### config.mk
export PLATFORM = sky130hd
export DESIGN_NAME = s_axis_cc_arbiter
export DESIGN_NICKNAME = d
export VERILOG_FILES = /design/src/rtl/s_axis_cc_arbiter.sv
export SDC_FILE = /design/constraint.sdc
export NUM_CORES = 1
export LEC_CHECK = 0
export BUFFER_PORTS_ARGS = -buffer_cell sky130_fd_sc_hd__buf_2
export CAP_MARGIN = 10
export CORE_AREA = 2 2 691 693
export DETAILED_ROUTE_END_ITERATION = 8
export DIE_AREA = 0 0 693 695
export GPL_TIMING_DRIVEN = 0
export PLACE_DENSITY = 0.3
export SLEW_MARGIN = 20
export SYNTH_ARGS = -nofsm -noshare
export SYNTH_HDL_FRONTEND = slang
export SYNTH_SLANG_ARGS = --single-unit
### constraint.sdc
create_clock -name user_clk -period 1.45 [get_ports user_clk]
set_input_delay 0.29 -clock user_clk [delete_from_list [all_inputs] [get_ports user_clk]]
set_output_delay 0.29 -clock user_clk [all_outputs]
set_load 0.03 [all_outputs]
### src/rtl/s_axis_cc_arbiter.sv
// Packet-granular round-robin arbiter that merges N completer-completion streams
// onto one CC stream; a granted port keeps the stream until its tlast beat is accepted.
module s_axis_cc_arbiter #(
  parameter int N_PORTS    = 2,
  parameter int DATA_WIDTH = 512,
  parameter int KEEP_WIDTH = DATA_WIDTH / 8
) (
  input  logic                          user_clk,
  input  logic                          user_reset,
  input  logic [N_PORTS*DATA_WIDTH-1:0] s_axis_cc_tdata,
  input  logic [N_PORTS*KEEP_WIDTH-1:0] s_axis_cc_tkeep,
  input  logic [N_PORTS-1:0]            s_axis_cc_tlast,
  input  logic [N_PORTS*4-1:0]          s_axis_cc_tuser,
  input  logic [N_PORTS-1:0]            s_axis_cc_tvalid,
  output logic [N_PORTS-1:0]            s_axis_cc_tready,
  output logic [DATA_WIDTH-1:0]         m_axis_cc_tdata,
  output logic [KEEP_WIDTH-1:0]         m_axis_cc_tkeep,
  output logic                          m_axis_cc_tlast,
  output logic [3:0]                    m_axis_cc_tuser,
  output logic                          m_axis_cc_tvalid,
  input  logic                          m_axis_cc_tready,
  output logic                          arb_busy,
  output logic [N_PORTS-1:0]            arb_grant
);

  localparam int IDX_W = (N_PORTS > 1) ? $clog2(N_PORTS) : 1;

  typedef enum logic {
    IDLE = 1'b0,
    BUSY = 1'b1
  } state_t;

  state_t             state_q, state_d;
  logic [IDX_W-1:0]   grant_q, grant_d;
  logic [IDX_W-1:0]   last_grant_q, last_grant_d;
  logic [IDX_W:0]     cand;
  logic               found;

  // NOTE: state registers use non-blocking assignments so every flop samples
  // the pre-edge value of every other flop, independent of process order.
  always_ff @(posedge user_clk or posedge user_reset) begin
    if (user_reset) begin
      state_q      <= IDLE;
      grant_q      <= '0;
      last_grant_q <= IDX_W'(N_PORTS - 1);
    end else begin
      state_q      <= state_d;
      grant_q      <= grant_d;
      last_grant_q <= last_grant_d;
    end
  end

  // Datapath mux: the granted port's slice goes straight through with no register.
  always_comb begin
    // NOTE: every output gets a default before any branch so no path can
    // leave a signal unassigned and infer a latch.
    m_axis_cc_tdata  = '0;
    m_axis_cc_tkeep  = '0;
    m_axis_cc_tlast  = 1'b0;
    m_axis_cc_tuser  = '0;
    m_axis_cc_tvalid = 1'b0;
    s_axis_cc_tready = '0;
    arb_grant        = '0;
    for (int i = 0; i < N_PORTS; i++) begin
      if (grant_q == IDX_W'(i)) begin
        m_axis_cc_tdata = s_axis_cc_tdata[i*DATA_WIDTH +: DATA_WIDTH];
        m_axis_cc_tkeep = s_axis_cc_tkeep[i*KEEP_WIDTH +: KEEP_WIDTH];
        m_axis_cc_tlast = s_axis_cc_tlast[i];
        m_axis_cc_tuser = s_axis_cc_tuser[i*4 +: 4];
        if (state_q == BUSY) begin
          m_axis_cc_tvalid    = s_axis_cc_tvalid[i];
          s_axis_cc_tready[i] = m_axis_cc_tready;
          arb_grant[i]        = 1'b1;
        end
      end
    end
  end

  assign arb_busy = (state_q == BUSY);

  always_comb begin
    state_d      = state_q;
    grant_d      = grant_q;
    last_grant_d = last_grant_q;
    found        = 1'b0;
    cand         = '0;
    case (state_q)
      IDLE: begin
        // Scan last_grant+1 .. last_grant+N (mod N); first requester wins.
        for (int k = 1; k <= N_PORTS; k++) begin
          cand = {1'b0, last_grant_q} + (IDX_W+1)'(k);
          if (cand >= (IDX_W+1)'(N_PORTS)) begin
            cand = cand - (IDX_W+1)'(N_PORTS);
          end
          if (!found && s_axis_cc_tvalid[cand[IDX_W-1:0]]) begin
            found   = 1'b1;
            grant_d = cand[IDX_W-1:0];
          end
        end
        if (found) begin
          state_d = BUSY;
        end
      end
      BUSY: begin
        if (m_axis_cc_tvalid && m_axis_cc_tready && m_axis_cc_tlast) begin
          state_d      = IDLE;
          last_grant_d = grant_q;
          grant_d      = '0;
        end
      end
      default: state_d = IDLE;
    endcase
  end

endmodule

==> impl_metrics.ini <==
[status]
status = finished with violations
violations = setup timing

[layout]
multi_input_area_mm2 = 0.00763
nets = 3648
synthToLayoutAreaGrowth_pct = 308
seqCellArea_um2 = 76.3
drive_gt1_share_pct = 99.2
fin_cells = 8937
fill_cells = 55890

[global_routing]
overflow = 0
grt_pass1_wl_um = 408000
antenna_found_initial = 540
grt_usage_pct = 15.0
grt_start_max_net_pins = 11
grt_pass1_vias = 15056

[timing]
grt_setup_unrepaired = true
finClkSkew_ps = 2.35
hold_slack_ps = 329
maxClockFrequency_mhz = 431
fin_crit_sh_pct = 160
maxSlewViolCount = 0
final-setup-viol-count = 590
tns_ps = -446220
slew_headroom_pct = 63.8
fin_crit_ps = 2320
hold_viol = 0
fin_ws_ps = -870
tightestPinTransition_ps = 547

[critical_path]
worstRegToRegCells = 7
crit_slowest_cell = dfrtp_1
reg2reg_from = grant_q
r2r-end = grant_q
startpoint_type = flop
startpoint = grant_q
slowest_delay_ps = 380
path_cells = buf_12 -> buf_12 -> buf_16 -> buf_8 -> mux2_4 -> buf_2
rrSetupSlack_ps = -230
crit_fanout = 10
endpoint_kind = output port
cp.arrival_ps = 2030
path_class = flop to output port
path_delay_family = buffers and inverters
cpMostUsedCell = buf_12
worst-path-buf-inv = 5
cp.required_ps = 1160

[floorplanning]
rows = 253
core_area_mm2 = 0.474
start_util_pct = 1.55
die_w_um = 693
die_area_mm2 = 0.482
fp.dieH_um = 695
ios = 1754

[clocking]
cts_tree = done
clock_path_buffers = 2
cts.sinks = 3
cts_buffers = 3
clk_pin_slew_ps = 30
cts_max_level = 1
clock_latency_ps = 230
cts_root_buffer = clkbuf_16

[detailed_routing]
vias = 17469
antenna_left = 0
dr.first_iter.drc_count = 1293
drt-pass1-iter-count = 5
routed_via_density = 1.95
wl_per_cell_um = 42.6
wirelength_um = 381000
drc = 0

[worst_hold_path]
worst_hold_path.endpoint = grant_q
hold_depth = 2
hold_start = s_axis_cc_tvalid[0]
hold_path_class = input pin to flop

[yosys]
yosysTopAreaCell = mux2_2
syn_nets = 1835
syn_avg_cell_area_um2 = 11.0
ys_types = 19
synth_seq_area_share_pct = 1.04
synth-seq-cells = 3
syn_area_mm2 = 0.00736
synth_top_area_share_pct = 88.8
synthCells = 668
synth_warnings = 0
synth_area_leaders = mux2_2 89%, buf_6 7.3%, buf_2 1.1%

[placed_design]
dp_slack_ps = -1380
dp_hpwl_um = 365000
routabilityCongestion = 1.08
port_buffers = 1753
dp.cells = 8668

[pwr]
p_per_area_mw_per_mm2 = 1780
p_total_w = 0.0533
ir_drop_mv = 0.466
p_leak_nw = 12.3

[run]
cap_violations = 0
## cell families (layout without fill, tap and decap cells)
family | count (synthesis) | in the layout | share of synthesized area [%]
AO/OA/AOI/OAI | 5 | 5 | 0.561
buffers and inverters | 67 | 1879 | 8.63
flip-flops | 3 | 3 | 1.04
multiplexers | 582 | 582 | 89.0
other | 0 | 210 | 0
AND/OR/NAND/NOR | 11 | 11 | 0.799
## worst reg2reg max path, delay by kind of cell (launching register included)
kind | cells | cell delay (ps)
AO/OA/AOI/OAI | 2 | 300
buffers and inverters | 5 | 900
flip-flops | 1 | 380
## synthesized netlist by cell type
cell type / instances
a21oi_1: 2
a311oi_2: 1
a31oi_1: 1
and2_1: 2
and3_1: 2
buf_2: 16
buf_4: 1
buf_6: 48
dfrtp_1: 2
dfstp_2: 1
inv_1: 2
mux2_2: 581
mux2i_1: 1
nand2_1: 1
nand2b_1: 1
nand4_1: 1
nor2_1: 3
nor2b_1: 1
o32a_1: 1
## worst max path at each step
stage | to | cells past startpoint
after global placement | m_axis_cc_tkeep[12] | 4
after global routing | m_axis_cc_tdata[95] | 6
final | m_axis_cc_tdata[165] | 6
after CTS | m_axis_cc_tdata[355] | 7
after floorplan | m_axis_cc_tdata[175] | 4
after detailed placement | m_axis_cc_tkeep[12] | 4
## sequential cells by signal, summed over array words and instances (netlist names)
name and count:
arb_busy 1, grant_q 1, last_grant_q 1
## routing by layer
metal	vias up	part of all wire (%)	wire length, µm	GRT usage [%]
li1	6467	-	-	-
met1	7715	31	117000	13.6
met2	2077	44	168000	24.1
met3	930	21	79100	14.1
met4	280	3.9	14900	3.64
met5	-	0.52	2000	0
## cell usage in the layout, fill, tap and decap left out, types with 20 or more instances in the layout
cell type | synthesis | final
buf_12 | 0 | 119
buf_16 | 0 | 20
buf_2 | 16 | 1399
buf_4 | 1 | 82
buf_6 | 48 | 176
buf_8 | 0 | 52
clkbuf_16 | 0 | 25
diode_2 | 0 | 210
mux2_2 | 581 | 322
mux2_4 | 0 | 259
## layout make-up
cell class / count / area share, %
plain buffers: 63 / 4.18
repair buffers: 1810 / 42.1
clock buffers: 4 / 0.262
inverters: 2 / 0.0250
diodes: 210 / 1.75
flip-flops and latches: 3 / 0.254
multi-input cells: 598 / 25.4
well taps: 6247 / 26.0
## report_power, final
part	total [W]	switching (W)	internal (W)
clock	0.000443	0.0000799	0.000363
combinational	0.0528	0.0327	0.0200
sequential	0.000147	0.0000380	0.000109
## what timing repair did
item                                    CTS  global route
endpoints found under the setup margin  590           590
gates cloned                              8            23
endpoints found under the hold margin     2             0
buffers inserted                         26             3
resized for setup                       873           382
hold buffers                              1             0
## stage by stage
step | area, µm² | utilization (%)
6_report | 30100 | 6.34
5_1_grt | 29700 | 6.26
4_1_cts | 27800 | 5.87
3_5_place_dp | 24200 | 5.10
3_3_place_gp | 24200 | 5.10
2_1_floorplan | 7570 | -
No activity file was read; power rests on OpenSTA's default activity.
